[config.mk]
export PLATFORM = sky130hd
export DESIGN_NAME = vga_fetch_buffer
export DESIGN_NICKNAME = d
export VERILOG_FILES = /design/src/rtl/vga_fetch_buffer.sv
export SDC_FILE = /design/constraint.sdc
export NUM_CORES = 1
export LEC_CHECK = 0
export BUFFER_PORTS_ARGS = -buffer_cell sky130_fd_sc_hd__buf_4
export CAP_MARGIN = 5
export CORE_ASPECT_RATIO = 1.25
export CORE_UTILIZATION = 40
export DETAILED_ROUTE_END_ITERATION = 12
export SLEW_MARGIN = 20
export SYNTH_ARGS = -nofsm -noshare
export SYNTH_HDL_FRONTEND = slang
export SYNTH_SLANG_ARGS = --single-unit
[constraint.sdc]
create_clock -name dclk -period 3.1 [get_ports dclk]
set_input_delay 0.155 -clock dclk [delete_from_list [all_inputs] [get_ports dclk]]
set_output_delay 0.155 -clock dclk [all_outputs]
set_load 0.03 [all_outputs]
[src/rtl/vga_fetch_buffer.sv]
// vga_fetch_buffer: holds the 32-bit row bitmap for the VGA stage's current word
// address and re-fetches from shared memory over a level req / 1-cycle ack
// handshake only when the address changes. A fetch that never gets an ack is
// abandoned after TIMEOUT cycles; the word then reads as zero and fetch_err sticks
// until clr.
// Optional build macro FETCH_PREFETCH_EN adds a one-word look-ahead entry. While the
// demand word hits, this entry fetches the next sequential word. A later miss on
// that word swaps it in without a memory access.
module vga_fetch_buffer #(
  parameter int ADR_W   = 32,
  parameter int DATA_W  = 32,
  parameter int TIMEOUT = 255
) (
  input  logic              dclk,
  input  logic              clr,
  input  logic [ADR_W-1:0]  vadr,
  output logic [DATA_W-1:0] vdata,
  output logic              mem_req,
  output logic [ADR_W-1:0]  mem_adr,
  input  logic [DATA_W-1:0] mem_rdata,
  input  logic              mem_ack,
  output logic              fetch_err
);

  localparam int TAG_W = ADR_W - 2;
  localparam int CNT_W = $clog2(TIMEOUT + 1);

`ifdef FETCH_PREFETCH_EN
  typedef enum logic [1:0] {IDLE, REQ, PF_REQ} state_t;
`else
  typedef enum logic [1:0] {IDLE, REQ} state_t;
`endif

  state_t           state;
  logic [TAG_W-1:0] tag;
  logic             tag_valid;
  logic [CNT_W-1:0] wait_cnt;

  logic [TAG_W-1:0] vadr_tag;
  logic             miss;
  logic             expired;
  logic [CNT_W-1:0] wait_nxt;
  logic             unused_lsb;

  // Byte offset within the word never selects anything.
  assign unused_lsb = ^vadr[1:0];

  assign vadr_tag = vadr[ADR_W-1:2];
  assign miss     = !tag_valid || (vadr_tag != tag);
  assign expired  = (wait_cnt == CNT_W'(TIMEOUT - 1));
  // Saturate rather than wrap so a stuck counter can never alias back to zero.
  assign wait_nxt = (wait_cnt == {CNT_W{1'b1}}) ? wait_cnt : wait_cnt + CNT_W'(1);

`ifdef FETCH_PREFETCH_EN
  logic [DATA_W-1:0] pf_data;
  logic [TAG_W-1:0]  pf_tag;
  logic              pf_valid;
  logic [TAG_W-1:0]  tag_next;
  logic              pf_has_next;
  logic              pf_swap;

  // Next sequential word wraps naturally at the top of the address space.
  assign tag_next    = tag + TAG_W'(1);
  assign pf_has_next = pf_valid && (pf_tag == tag_next);
  assign pf_swap     = pf_valid && (pf_tag == vadr_tag);
`endif

  // Fetch controller: demand fills (and look-ahead fills), timeout, sticky error.
  always_ff @(posedge dclk) begin
    if (clr) begin
      state     <= IDLE;
      vdata     <= '0;
      mem_req   <= 1'b0;
      mem_adr   <= '0;
      fetch_err <= 1'b0;
      tag       <= '0;
      tag_valid <= 1'b0;
      wait_cnt  <= '0;
`ifdef FETCH_PREFETCH_EN
      pf_data   <= '0;
      pf_tag    <= '0;
      pf_valid  <= 1'b0;
`endif
    end else begin
      case (state)
        IDLE: begin
`ifdef FETCH_PREFETCH_EN
          if (miss && pf_swap) begin
            // Look-ahead word already on hand: promote it, no memory traffic.
            vdata     <= pf_data;
            tag       <= pf_tag;
            tag_valid <= 1'b1;
            pf_valid  <= 1'b0;
          end else if (miss) begin
            mem_adr  <= vadr;
            mem_req  <= 1'b1;
            wait_cnt <= '0;
            state    <= REQ;
          end else if (!pf_has_next) begin
            mem_adr  <= {tag_next, 2'b00};
            mem_req  <= 1'b1;
            wait_cnt <= '0;
            state    <= PF_REQ;
          end
`else
          if (miss) begin
            mem_adr  <= vadr;
            mem_req  <= 1'b1;
            wait_cnt <= '0;
            state    <= REQ;
          end
`endif
        end
        REQ: begin
          // vadr is deliberately not looked at here; a change is seen back in IDLE.
          if (mem_ack) begin
            vdata     <= mem_rdata;
            tag       <= mem_adr[ADR_W-1:2];
            tag_valid <= 1'b1;
            mem_req   <= 1'b0;
            state     <= IDLE;
          end else if (expired) begin
            // Mark the dead address as filled so it is not retried every cycle.
            vdata     <= '0;
            tag       <= mem_adr[ADR_W-1:2];
            tag_valid <= 1'b1;
            mem_req   <= 1'b0;
            fetch_err <= 1'b1;
            state     <= IDLE;
          end else begin
            wait_cnt <= wait_nxt;
          end
        end
`ifdef FETCH_PREFETCH_EN
        PF_REQ: begin
          if (mem_ack) begin
            pf_data  <= mem_rdata;
            pf_tag   <= mem_adr[ADR_W-1:2];
            pf_valid <= 1'b1;
            mem_req  <= 1'b0;
            state    <= IDLE;
          end else if (expired) begin
            pf_data   <= '0;
            pf_tag    <= mem_adr[ADR_W-1:2];
            pf_valid  <= 1'b1;
            mem_req   <= 1'b0;
            fetch_err <= 1'b1;
            state     <= IDLE;
          end else begin
            wait_cnt <= wait_nxt;
          end
        end
`endif
        default: begin
          mem_req <= 1'b0;
          state   <= IDLE;
        end
      endcase
    end
  end

endmodule

==> flow_summary.json <==
{
  "holdWs_ps": 51.9,
  "cp-start-kind": "flop",
  "syn_nets": 555,
  "overflow": 0,
  "utilization_pct": 54.6,
  "crit_path_max_fanout": 20,
  "clockBufferDepth": 2,
  "p_int_w": 0.00246,
  "clkPwrFrac_pct": 40.2,
  "numPortBuffers": 132,
  "ys_warn_count": 0,
  "drt_wl_total_mm": 10.5,
  "worst-setup-path-type": "reg -> reg",
  "status": "finished, final reports clean",
  "ios": 133,
  "synthDistinctLibCells": 39,
  "nets": 671,
  "synth_seq_cells": 105,
  "final_cell_area_mm2": 0.00585,
  "period_minus_slack_ps": 2200,
  "synth.most_common_cell": "dfxtp_1",
  "register_area_mm2": 0.00210,
  "syn_inst": 486,
  "final_hold_viol_count": 0,
  "seq_power_share_pct": 44.8,
  "syn2layout_area_growth_pct": 31.8,
  "synth_edf_count": 0,
  "multi_input_area_mm2": 0.00217,
  "power_frac_comb_pct": 15.0,
  "fmax_mhz": 455,
  "drive_gt1_share_pct": 26.7,
  "finalClockSkew_ps": 6.78,
  "cts_buffers": 9,
  "synth.top_cells.by_area": "dfxtp_1, nand2b_1, mux2i_1",
  "slowest_delay_ps": 520,
  "netlist_area_mm2": 0.00444,
  "grt_first_pass_wirelength_mm": 16.7,
  "placed_cell_area_mm2": 0.00550,
  "cp.arrival_ps": 2410,
  "cp.buffers_inverters": 1,
  "vias": 3673,
  "wl_per_cell_um": 14.2,
  "cts.sinks": 105,
  "core_area_mm2": 0.0107,
  "clock_latency_ps": 340,
  "cts_max_level": 3,
  "clk_pin_slew_ps": 70,
  "cts_tree": "yes",
  "p_leak_nw": 2.43,
  "power.net_switching_w": 0.000800,
  "grt_pass1_vias": 3555,
  "hpwl_mm": 7.35,
  "die_h_um": 120,
  "synth_top_area_share_pct": 47.3,
  "ant_nets": 0,
  "synth_largest_area_cell": "dfxtp_1",
  "grt_max_degree": 116,
  "cts_hold_buffers": 0,
  "grt_util_all_layers_pct": 18.8,
  "required_ps": 3310,
  "start_util_pct": 41.4,
  "clockRootBuffer": "clkbuf_16",
  "p_sw_share_pct": 24.5,
  "critPathSlowestCell": "nor4_2",
  "drc": 0,
  "critical-path-top-delay-family": "simple AND/OR/NAND/NOR gates",
  "drtIter0Drc": 141,
  "avgSynthCellArea_um2": 9.14,
  "async_flop_share_pct": 0,
  "worst_slew_pin_slew_ps": 932,
  "synth_seq_area_share_pct": 47.3,
  "grt_antenna_before_repair": 0,
  "cts_setup_buffers": 0,
  "dpl.cell_count": 723,
  "num_rows": 42,
  "slew_viol_final": 0,
  "ir_drop_mv": 0.292,
  "fin_cells": 738,
  "grt_setup_unrepaired": "false",
  "first_pass_iters": 5,
  "cap_violations": 0,
  "slew_headroom_pct": 37.9,
  "num_antenna_cells": 0,
  "power_density_mw_per_mm2": 557,
  "die_w_um": 96.2,
  "n_fill_cell": 977,
  "synth_ff_type": "dfxtp_1",
  "fin_crit_sh_pct": 70.9,
  "cp-end-kind": "flop",
  "synthTopCellsByCount": "dfxtp_1, nand2b_1, nand2_1, nor2_1, a21oi_1",
  "cts-resized-gates": 0,
  "setup-tns-final_ps": 0,
  "setup_violations": 0,
  "fp.dieArea_mm2": 0.0115,
  "vias_per_cell": 4.98,
  "hold_path_class": "in -> reg",
  "gp_congestion": 0.761,
  "critical_path.cell_chain": "xnor2_1, nand4_1, nor4_2, a21oi_4, buf_4, mux2i_1"
}
==> power groups by stage <==
stage | combinational (W) | sequential (W) | clock, W
4_1_cts | 0.000495 | 0.00146 | 0.00135
6_report | 0.000488 | 0.00146 | 0.00131
3_3_place_gp | 0.000488 | 0.00149 | 0
5_1_grt | 0.000527 | 0.00147 | 0.00140
2_1_floorplan | 0.000202 | 0.00158 | 0
3_5_place_dp | 0.000494 | 0.00149 | 0
==> state kept, by name, summed over array words and instances, names as in the netlist <==
register	count
mem_adr	32
vdata	32
fetch_err	1
tag	30
mem_req	1
tag_valid	1
wait_cnt	8
==> layout make-up <==
| cell class | instances | share of cell area [%] |
|---|---|---|
| clock buffers | 11 | 4.32 |
| clock inverters | 4 | 1.69 |
| inverters | 2 | 0.128 |
| multi-input cells | 345 | 37.1 |
| flip-flops and latches | 105 | 35.9 |
| well taps | 132 | 2.82 |
| repair buffers | 139 | 18.0 |
==> placed cells by master, fill, tap and decap left out, types with 2 or more instances in the layout <==
cell / Yosys / final
a21oi_1: 36 / 35
a22oi_1: 32 / 32
a311oi_1: 2 / 2
buf_4: 3 / 138
bufinv_16: 0 / 3
clkbuf_16: 0 / 9
clkbuf_8: 0 / 2
dfxtp_1: 105 / 105
ha_1: 2 / 2
inv_1: 2 / 2
mux2i_1: 34 / 34
nand2_1: 62 / 62
nand2b_1: 66 / 66
nand3_1: 6 / 6
nand3b_1: 2 / 2
nand4_1: 8 / 8
nor2_1: 40 / 40
nor4_2: 2 / 2
o21ai_0: 2 / 2
o22ai_1: 2 / 2
or3_1: 2 / 2
xnor2_1: 30 / 30
==> stage by stage <==
step | power, W | setup slack [ps]
after global placement | 0.00198 | 976
final | 0.00326 | 903
after detailed placement | 0.00199 | 912
after floorplan | 0.00178 | 1410
after global routing | 0.00340 | 802
after CTS | 0.00330 | 894
==> tightest hold or removal path: stages <==
cell and delay, ps:
buf_4 80, a22oi_1 50, nor2_1 70
==> worst paths after layout <==
| check | startpoint | to | cells after the start | slack, ps |
|---|---|---|---|---|
| worst max-delay path | tag[15] | mem_adr[11] | 6 | 900 |
| worst min-delay path | mem_rdata[10] | vdata[10] | 3 | 50 |
| worst max register to register | tag[15] | mem_adr[11] | 6 | 900 |
| worst min register to register | tag[19] | tag[19] | 2 | 470 |
==> kinds of logic (layout without fill, tap and decap cells) <==
family	Yosys count	count (layout)	synth area share [%]
simple gates	197	197	22.4
flops	105	105	47.3
compound gates	82	82	12.1
buf+inv	36	156	4.06
mux	34	34	7.66
xor+xnor	30	30	5.92
fa+ha+maj	2	2	0.563
==> per-layer routing <==
metal / share of wire, % / vias up / track usage, %
met5: 0 / - / 0
met4: 1.5 / 0 / 6.53
met3: 6.0 / 10 / 4.82
met2: 49 / 112 / 30.6
met1: 44 / 1683 / 23.8
li1: - / 1868 / -
No activity file was read; power rests on OpenSTA's default activity.
